--- config.mk ---
export PLATFORM = sky130hd
export DESIGN_NAME = booth_mul_arbiter_flat
export DESIGN_NICKNAME = d
export VERILOG_FILES = /design/src/rtl/booth_mul_arbiter_if.sv /design/src/rtl/booth_mul_arbiter.sv /design/src/flat_wrapper.sv
export SDC_FILE = /design/constraint.sdc
export NUM_CORES = 1
export LEC_CHECK = 0
export CORE_UTILIZATION = 50
export DETAILED_ROUTE_END_ITERATION = 8
export GPL_TIMING_DRIVEN = 0
export PLACE_DENSITY = 0.83
export SETUP_SLACK_MARGIN = 0.3
export SLEW_MARGIN = 40
export SYNTH_ARGS = -nofsm -noshare
export SYNTH_HDL_FRONTEND = slang
export SYNTH_SLANG_ARGS = --single-unit
--- constraint.sdc ---
create_clock -name clk -period 7.3 [get_ports clk]
set_input_delay 1.825 -clock clk [delete_from_list [all_inputs] [get_ports clk]]
set_output_delay 1.825 -clock clk [all_outputs]
set_load 0.01 [all_outputs]
--- src/rtl/booth_mul_arbiter_if.sv ---
// Handshake bundle between two operand requesters, the shared Booth
// multiplier and the product consumer.
interface booth_mul_arbiter_if #(
  parameter int WIDTH = 8
);
  logic                 req0_valid;
  logic                 req0_ready;
  logic [WIDTH-1:0]     req0_a;
  logic [WIDTH-1:0]     req0_b;
  logic                 req1_valid;
  logic                 req1_ready;
  logic [WIDTH-1:0]     req1_a;
  logic [WIDTH-1:0]     req1_b;
  logic                 res_valid;
  logic                 res_ready;
  logic [2*WIDTH-1:0]   res_product;
  logic                 res_id;
  logic                 busy;

  // Requester/consumer side: drives operands and accepts products.
  modport master (
    output req0_valid, req0_a, req0_b,
    output req1_valid, req1_a, req1_b,
    output res_ready,
    input  req0_ready, req1_ready,
    input  res_valid, res_product, res_id, busy
  );

  // Multiplier side: grants requests and presents products.
  modport slave (
    input  req0_valid, req0_a, req0_b,
    input  req1_valid, req1_a, req1_b,
    input  res_ready,
    output req0_ready, req1_ready,
    output res_valid, res_product, res_id, busy
  );
endinterface

--- src/rtl/booth_mul_arbiter.sv ---
// Two-requester round-robin front end feeding a sequential radix-2 Booth
// multiplier. One operand pair is accepted in IDLE, WIDTH Booth steps are
// run one per cycle, and the signed product is held in DONE until taken.
module booth_mul_arbiter #(
  parameter int WIDTH = 8
) (
  input  logic                clk,
  input  logic                rst_n,
  booth_mul_arbiter_if.slave  bus
);

  localparam int CNT_W = $clog2(WIDTH + 1);

  typedef enum logic [1:0] {
    IDLE = 2'd0,
    RUN  = 2'd1,
    DONE = 2'd2
  } state_t;

  state_t               state_q;
  logic                 ptr_q;
  logic                 armed_q;
  logic                 id_q;
  logic [CNT_W-1:0]     count_q;
  logic [WIDTH:0]       accA_q;
  logic [WIDTH-1:0]     mulQ_q;
  logic [WIDTH-1:0]     mcandM_q;
  logic                 qm1_q;
  logic                 resValid_q;
  logic                 resId_q;
  logic                 busy_q;
  logic [2*WIDTH-1:0]   resProduct_q;

  logic                 grant;
  logic                 canAccept;
  logic                 ready0;
  logic                 ready1;
  logic                 accept;
  logic [WIDTH-1:0]     selA;
  logic [WIDTH-1:0]     selB;

  logic [WIDTH:0]       mExt;
  logic [WIDTH:0]       boothSum;
  logic [WIDTH:0]       accA_d;
  logic [WIDTH-1:0]     mulQ_d;
  logic                 qm1_d;
  logic [2*WIDTH-1:0]   finalProduct;

  // Round-robin pick: the pointer breaks ties, a lone requester always wins.
  always_comb begin
    grant = 1'b0;
    if (bus.req0_valid && bus.req1_valid) begin
      grant = ptr_q;
    end else if (bus.req1_valid) begin
      grant = 1'b1;
    end
  end

  // armed_q keeps the first edge after reset release from accepting.
  assign canAccept = (state_q == IDLE) && armed_q;
  assign ready0    = canAccept && !grant && bus.req0_valid;
  assign ready1    = canAccept &&  grant && bus.req1_valid;
  assign accept    = ready0 || ready1;
  assign selA      = grant ? bus.req1_a : bus.req0_a;
  assign selB      = grant ? bus.req1_b : bus.req0_b;

  // The multiplicand is sign-extended so that A never overflows.
  assign mExt = {mcandM_q[WIDTH-1], mcandM_q};

  // One Booth step: add/subtract M by {Q0,q-1}, then arithmetic shift right.
  always_comb begin
    boothSum = accA_q;
    case ({mulQ_q[0], qm1_q})
      2'b10:   boothSum = accA_q - mExt;
      2'b01:   boothSum = accA_q + mExt;
      default: boothSum = accA_q;
    endcase
    accA_d       = {boothSum[WIDTH], boothSum[WIDTH:1]};
    mulQ_d       = {boothSum[0], mulQ_q[WIDTH-1:1]};
    qm1_d        = mulQ_q[0];
    finalProduct = {accA_d[WIDTH-1:0], mulQ_d};
  end

  // Control FSM together with the datapath and all registered outputs.
  always_ff @(posedge clk or negedge rst_n) begin
    if (!rst_n) begin
      state_q      <= IDLE;
      ptr_q        <= 1'b0;
      armed_q      <= 1'b0;
      id_q         <= 1'b0;
      count_q      <= '0;
      accA_q       <= '0;
      mulQ_q       <= '0;
      mcandM_q     <= '0;
      qm1_q        <= 1'b0;
      resValid_q   <= 1'b0;
      resId_q      <= 1'b0;
      busy_q       <= 1'b0;
      resProduct_q <= '0;
    end else begin
      armed_q <= 1'b1;
      case (state_q)
        IDLE: begin
          if (accept) begin
            state_q  <= RUN;
            busy_q   <= 1'b1;
            count_q  <= '0;
            accA_q   <= '0;
            qm1_q    <= 1'b0;
            mulQ_q   <= selB;
            mcandM_q <= selA;
            id_q     <= grant;
            ptr_q    <= ~grant;
          end
        end
        RUN: begin
          accA_q  <= accA_d;
          mulQ_q  <= mulQ_d;
          qm1_q   <= qm1_d;
          count_q <= count_q + 1'b1;
          if (count_q == CNT_W'(WIDTH - 1)) begin
            state_q      <= DONE;
            resValid_q   <= 1'b1;
            resProduct_q <= finalProduct;
            resId_q      <= id_q;
          end
        end
        DONE: begin
          if (bus.res_ready) begin
            state_q    <= IDLE;
            resValid_q <= 1'b0;
            busy_q     <= 1'b0;
          end
        end
        default: begin
          state_q    <= IDLE;
          resValid_q <= 1'b0;
          busy_q     <= 1'b0;
        end
      endcase
    end
  end

  assign bus.req0_ready  = ready0;
  assign bus.req1_ready  = ready1;
  assign bus.res_valid   = resValid_q;
  assign bus.res_product = resProduct_q;
  assign bus.res_id      = resId_q;
  assign bus.busy        = busy_q;

endmodule

--- src/flat_wrapper.sv ---
// flat-port wrapper written by rule: the top's interface ports become plain ports
module booth_mul_arbiter_flat 
#(
  parameter int WIDTH = 8
)
  (clk, rst_n, bus_req0_valid, bus_req0_a, bus_req0_b, bus_req1_valid, bus_req1_a, bus_req1_b, bus_res_ready, bus_req0_ready, bus_req1_ready, bus_res_valid, bus_res_product, bus_res_id, bus_busy);
  booth_mul_arbiter_if #(.WIDTH(WIDTH)) bus_i ();
  input  logic clk;
  input  logic rst_n;
  input wire logic [$bits(bus_i.req0_valid)-1:0] bus_req0_valid;
  input wire logic [$bits(bus_i.req0_a)-1:0] bus_req0_a;
  input wire logic [$bits(bus_i.req0_b)-1:0] bus_req0_b;
  input wire logic [$bits(bus_i.req1_valid)-1:0] bus_req1_valid;
  input wire logic [$bits(bus_i.req1_a)-1:0] bus_req1_a;
  input wire logic [$bits(bus_i.req1_b)-1:0] bus_req1_b;
  input wire logic [$bits(bus_i.res_ready)-1:0] bus_res_ready;
  output wire logic [$bits(bus_i.req0_ready)-1:0] bus_req0_ready;
  output wire logic [$bits(bus_i.req1_ready)-1:0] bus_req1_ready;
  output wire logic [$bits(bus_i.res_valid)-1:0] bus_res_valid;
  output wire logic [$bits(bus_i.res_product)-1:0] bus_res_product;
  output wire logic [$bits(bus_i.res_id)-1:0] bus_res_id;
  output wire logic [$bits(bus_i.busy)-1:0] bus_busy;
  assign bus_i.req0_valid = bus_req0_valid;
  assign bus_i.req0_a = bus_req0_a;
  assign bus_i.req0_b = bus_req0_b;
  assign bus_i.req1_valid = bus_req1_valid;
  assign bus_i.req1_a = bus_req1_a;
  assign bus_i.req1_b = bus_req1_b;
  assign bus_i.res_ready = bus_res_ready;
  assign bus_req0_ready = bus_i.req0_ready;
  assign bus_req1_ready = bus_i.req1_ready;
  assign bus_res_valid = bus_i.res_valid;
  assign bus_res_product = bus_i.res_product;
  assign bus_res_id = bus_i.res_id;
  assign bus_busy = bus_i.busy;
  booth_mul_arbiter #(.WIDTH(WIDTH)) u_core (.clk(clk), .rst_n(rst_n), .bus(bus_i));
endmodule
---- Yosys cells after proc, flatten, opt, wreduce, memory -nomap -nowiden ----
Index checks and enable logic that the tools add are counted.
storage, ports and cells
  bits in registers ....................... 54
  input bits .............................. 37
  output and inout bits ................... 21
cells by class
  add/sub/neg operators ................... 3
  equality and inequality tests ........... 8
  muxes and demuxes ....................... 22
  bitwise gates (word level) .............. 3
  reductions and logical operators ........ 16
operators with widths
  operator             number
  $pmux 9 s2           2
  $mux 8               3
  $pmux 8 s2           1
  $add 9x9->9          1
  $mux 9               1
  $reduce_and 3->1     3
  $sub 9x9->9          1
  $pmux 4 s2           1
  $logic_and 1x1->1    6
  $mux 1               6
  $mux 2               3
  $pmux 1 s3           2
  $pmux 2 s3           1
  $reduce_and 2->1     3
  $add 4x1->4 const B  1
  $eq 2x1->1 const B   2
  $eq 2x2->1 const B   2
  $eq 4x3->1 const B   1
  $mux 4               1
  $ne 2x1->1 const B   2
  $not 1->1            3
  $logic_not 2->1      1
  $ne 2x2->1 const B   1
  $pmux 1 s2           1
  3 further kinds      3

---- Depth between registers and ports, before layout ----
  depth after elaboration ................. 8
  gate-level depth with buffers ........... 12
  depth with buffers taken out ............ 11

---- Least setup slack after synthesis ----
Ideal clock, no wire load.
  path type ............................... input port to output port
  start point ............................. in bus_req0_valid
  end point ............................... out bus_req0_ready
  data arrival time ....................... 2.659 ns
  required time ........................... 5.475 ns
  path slack .............................. 2.816 ns
  cell stages on the path ................. 5
  path buffers ............................ 2
  path through ............................ inv_1 o21ai_0 buf_2 buf_4 nor2b_1
between the ends
  cells in the longest elaborated chain, start to end .. 5
ends and longest elaborated chain
  element                line                     RTL
  start: declaration     flat_wrapper.sv:10       input wire logic [$bits(bus_i.req0_valid)-1:0] bus_req0_valid;
  $logic_and 1x1->1      booth_mul_arbiter.sv:52  if (bus.req0_valid && bus.req1_valid) begin
  $mux 1                 booth_mul_arbiter.sv:52
  $logic_not 1->1        booth_mul_arbiter.sv:61  assign ready0 = canAccept && !grant && bus.req0_valid;
  $logic_and 1x1->1      booth_mul_arbiter.sv:61
  $logic_and 1x1->1 (*)  booth_mul_arbiter.sv:61
  end: declaration       flat_wrapper.sv:17       output wire logic [$bits(bus_i.req0_ready)-1:0] bus_req0_ready;
Every way passes the cells marked *; elsewhere a longest branch is shown, timed or not.

---- Final worst setup path ----
Ends and elaborated chain as after synthesis.

==> qor_table.md <==
| Parameter | This run | Unit |
| --- | --- | --- |
| Delay of the slowest cell on the worst path | 540 | ps |
| Portion of the post-synthesis area used by sequential elements | 47.1 | % |
| Clock network fraction of total power | 11.5 | % |
| Worst relative slew slack | 59.6 | % |
| Clock Latency Late Sink | 300 | ps |
| Power share of the sequential group | 29.8 | % |
| Minimum clock period | 5680 | ps |
| DIE WIDTH | 77.0 | um |
| Share of the cycle needed by the critical path after routing | 77.8 | % |
| Achievable Freq | 176 | MHz |
| XOR/XNOR Fraction of Synth Area | 3.42 | % |
| PD cells | 498 | nW/um2 |
| Multi-input logic area | 1400 | um2 |
| Flop and latch count out of synthesis | 53 | - |
| Via Count | 2399 | - |
| Total half-perimeter wirelength after legalization and detailed placement | 4.86 | mm |
| Most area-consuming cells after synthesis | dfrtp_1 (47%), mux2i_1 (7.8%), o21ai_0 (7.6%) | - |
| Critical path, cell by cell | clkdlybuf4s50_1 -> inv_1 -> o21ai_0 -> buf_2 -> buf_4 -> nor2b_1 -> clkdlybuf4s50_1 | - |
| Area share of the leading cell type in the synthesized netlist | 47.1 | % |
| Crit path DAT | 3850 | ps |
| Worst-path clk slew | 90 | ps |
| Static power due to leakage | 1.65 | nW |
| First drt pass iteration count | 4 | - |
| Maximum number of pins on one net before global-route repair | 33 | - |
| Share of the synthesized area in compound gates (AO/OA/AOI/OAI) | 16.6 | % |
| Layout filler cell count | 432 | - |
| Total number of yosys warnings | 0 | - |
| Cell with the most instances after synthesis | nand2_1 | - |
| Full die area | 5930 | um2 |
| Area Growth Syn to Fin | 28.1 | % |
| Worst hold-check slack | 483 | ps |
| Total of hold buffers inserted after clock tree synthesis | 0 | - |
| Setup-failing EPs final | 0 | - |
| Topmost layer with routed signal wires | met4 | - |
| Setup repair bufs after CTS | 0 | - |
| Syn Inst Count | 300 | - |
| Cell area after technology mapping | 2810 | um2 |
| Post-Synth Simple-Gate Area | 15.7 | % |
| GP Congestion | 0.894 | - |
| Type of the most critical hold path | reg -> reg | - |
| WL/cell | 14.8 | um |
| Nets@finish | 414 | - |
| Detailed route wirelength on metal2 | 3.19 | mm |
| Master cell of the clock root buffer | clkbuf_8 | - |
| H-tree depth | 2 | - |
| Clock tree from TritonCTS | built | - |
| Setup slack of the critical path after layout | 1620 | ps |
| Vias in the first global route | 2297 | - |
| Crit path capture type | primary output | - |
| Number of pins with negative max-slew slack in the final report | 0 | - |
| Initial Utilization | 53.4 | % |
| Number of cell rows | 26 | - |
| Yosys cell types | 42 | - |
| Global-route wire length before repair | 10.9 | mm |
| Switching portion of total power | 43.2 | % |
| Synth Area per Inst | 9.38 | um2 |
| WL met1 | 3.01 | mm |
| Adder-Cell Fraction of Synth Area | 5.60 | % |
| Initial antenna violation count | 0 | - |
| Core region area | 5270 | um2 |
| Total CTS buffers | 5 | - |
| Data required time of the critical path | 5480 | ps |
| Post-synthesis cell type with the largest combined area | dfrtp_1 | - |
| Max-cap violations | 0 | - |
| Share of post-route cells with drive strength above 1 | 5.19 | % |
| Critical path's slowest cell | clkdlybuf4s50_1 | - |
| Met3 WL post-DR | 181 | um |
| Count of endpoints failing hold in the final timing report | 0 | - |
| Most frequently used flop master after synthesis | dfrtp_1 | - |
| Share of total power in combinational logic | 58.7 | % |
| Crit path launch type | input port | - |
| Setup TNS | 0 | ps |
| GR Util All Layers | 23.3 | % |
| Deepest clock path buffer count | 2 | - |
| Total of buffers placed on input and output ports | 57 | - |
| Height of the die | 77.0 | um |
| Outcome | finished, final reports clean | - |
| Worst setup slack after placement | 1630 | ps |
| Gr ovfl total | 0 | - |
| Most prevalent standard cell on the critical path | clkdlybuf4s50_1 | - |
| Syn_nets | 349 | - |
| Worst Setup Path Type | in -> out | - |
| Number of DRC markers in iteration 0 | 166 | - |
| Most numerous cell types in the synthesized netlist | nand2_1 (55), dfrtp_1 (53), o21ai_0 (43) | - |
| Sink Count | 53 | - |
| Proportion of synthesized area in mux cells | 8.23 | % |
| Post-detailed-route via-to-cell ratio | 5.50 | - |
| Final routed wirelength across all metal layers | 6.45 | mm |
| Maximum clock skew at final layout | 6.70 | ps |
| Total net switching power | 0.000777 | W |
| Setup repair after global routing missed its margin | false | - |
| Maximum fanout count along the critical path | 10 | - |
| Top Ports | 58 | - |
| Power Internal | 0.00102 | W |
| Highest ir drop seen on vdd | 219 | uV |
| Slew at the pin with the worst max-slew slack | 603 | ps |
| Share of flip-flops with an asynchronous set or reset | 100 | % |
| Residual DRC | 0 | - |
| Dominant combinational cell family by area after synthesis | compound AO/OA/AOI/OAI gates | - |
| Number of antenna diodes | 0 | - |
| Total area of sequential cells | 1330 | um2 |
| Number of synthesized flops with an enable pin | 0 | - |
| Resize count post-CTS | 0 | - |
| Number of routed nets with antenna violations | 0 | - |
-- kinds of logic (layout without fill, tap and decap cells) --
logic type	after synthesis	in the layout
multiplexers	23	23
XOR/XNOR	11	11
buffers and inverters	22	88
AO/OA/AOI/OAI	79	79
other	1	1
adder cells (fa/ha/maj)	12	12
flip-flops	53	53
AND/OR/NAND/NOR	99	99
-- worst max-delay path, delay by kind of cell --
family	cells	cell delay [ps]
buf+inv	5	1700
compound gates	1	160
simple gates	1	160
-- flip-flops by register name, indices dropped and copies added (netlist names) --
| signal | cells |
|---|---|
| u_core.bus.res_valid | 1 |
| u_core.bus.res_id | 1 |
| u_core.bus.busy | 1 |
| u_core.armed_q | 1 |
| u_core.count_q | 4 |
| u_core.ptr_q | 1 |
| u_core.mcandM_q | 8 |
| u_core.accA_q | 8 |
| u_core.state_q | 2 |
| u_core.id_q | 1 |
| u_core.bus.res_product | 16 |
| u_core.mulQ_q | 8 |
| u_core.qm1_q | 1 |
-- worst paths after layout --
check,startpoint,to,slack (ps),cells after the start
worst max-delay path,bus_req0_valid,bus_req0_ready,1620,7
min in group asynchronous,rst_n,u_core.mcandM_q[1],1390,1
max in group asynchronous,rst_n,u_core.bus.res_product[3],5440,2
worst min register to register,u_core.bus.res_product[12],u_core.bus.res_product[12],480,2
worst max register to register,u_core.mcandM_q[0],u_core.accA_q[6],4400,11
worst min-delay path,u_core.bus.res_product[12],u_core.bus.res_product[12],480,2
-- layer usage --
layer | vias up | track usage (%)
met2 | 52 | 38.3
met3 | 6 | 3.21
met1 | 1162 | 32.6
met4 | 0 | 5.66
met5 | - | 0
li1 | 1179 | -
-- power by group through the flow --
stage	clock [W]	sequential, W	combinational, W
5_1_grt	0.000219	0.000554	0.00118
4_1_cts	0.000209	0.000533	0.00105
3_5_place_dp	0	0.000539	0.00104
6_report	0.000207	0.000535	0.00105
3_3_place_gp	0	0.000533	0.000990
2_1_floorplan	0	0.000537	0.000726
-- final cells by class --
class                           count  share of cell area [%]
Clock buffer                        7                    2.39
Buffer                             14                    1.63
Tap cell                           70                    2.43
Sequential cell                    53                    36.8
Timing Repair Buffer               58                    16.3
Multi-Input combinational cell    225                    38.8
Clock inverter                      1                   0.833
Inverter                            8                   0.833
-- cell usage in the layout, fill, tap and decap left out, drive strengths merged, types with 5 or more instances in the layout --
cell and instances:
nand2 55, xor2 7, clkdlybuf4s50 56, a21oi 8
dfrtp 53, mux2i 22, nor2 11, o21ai 45
clkbuf 18, inv 7, buf 5, ha 11
nand3 15
-- stage by stage --
step	instance area, um2	power [W]	util [%]	std cells
after floorplan	2810	0.00126	-	300
after global placement	3470	0.00152	65.9	427
after detailed placement	3490	0.00158	66.2	428
after CTS	3610	0.00179	68.4	436
after global routing	3610	0.00195	68.4	436
final	3610	0.00180	68.4	436
Power figures use the tool's default switching activity.
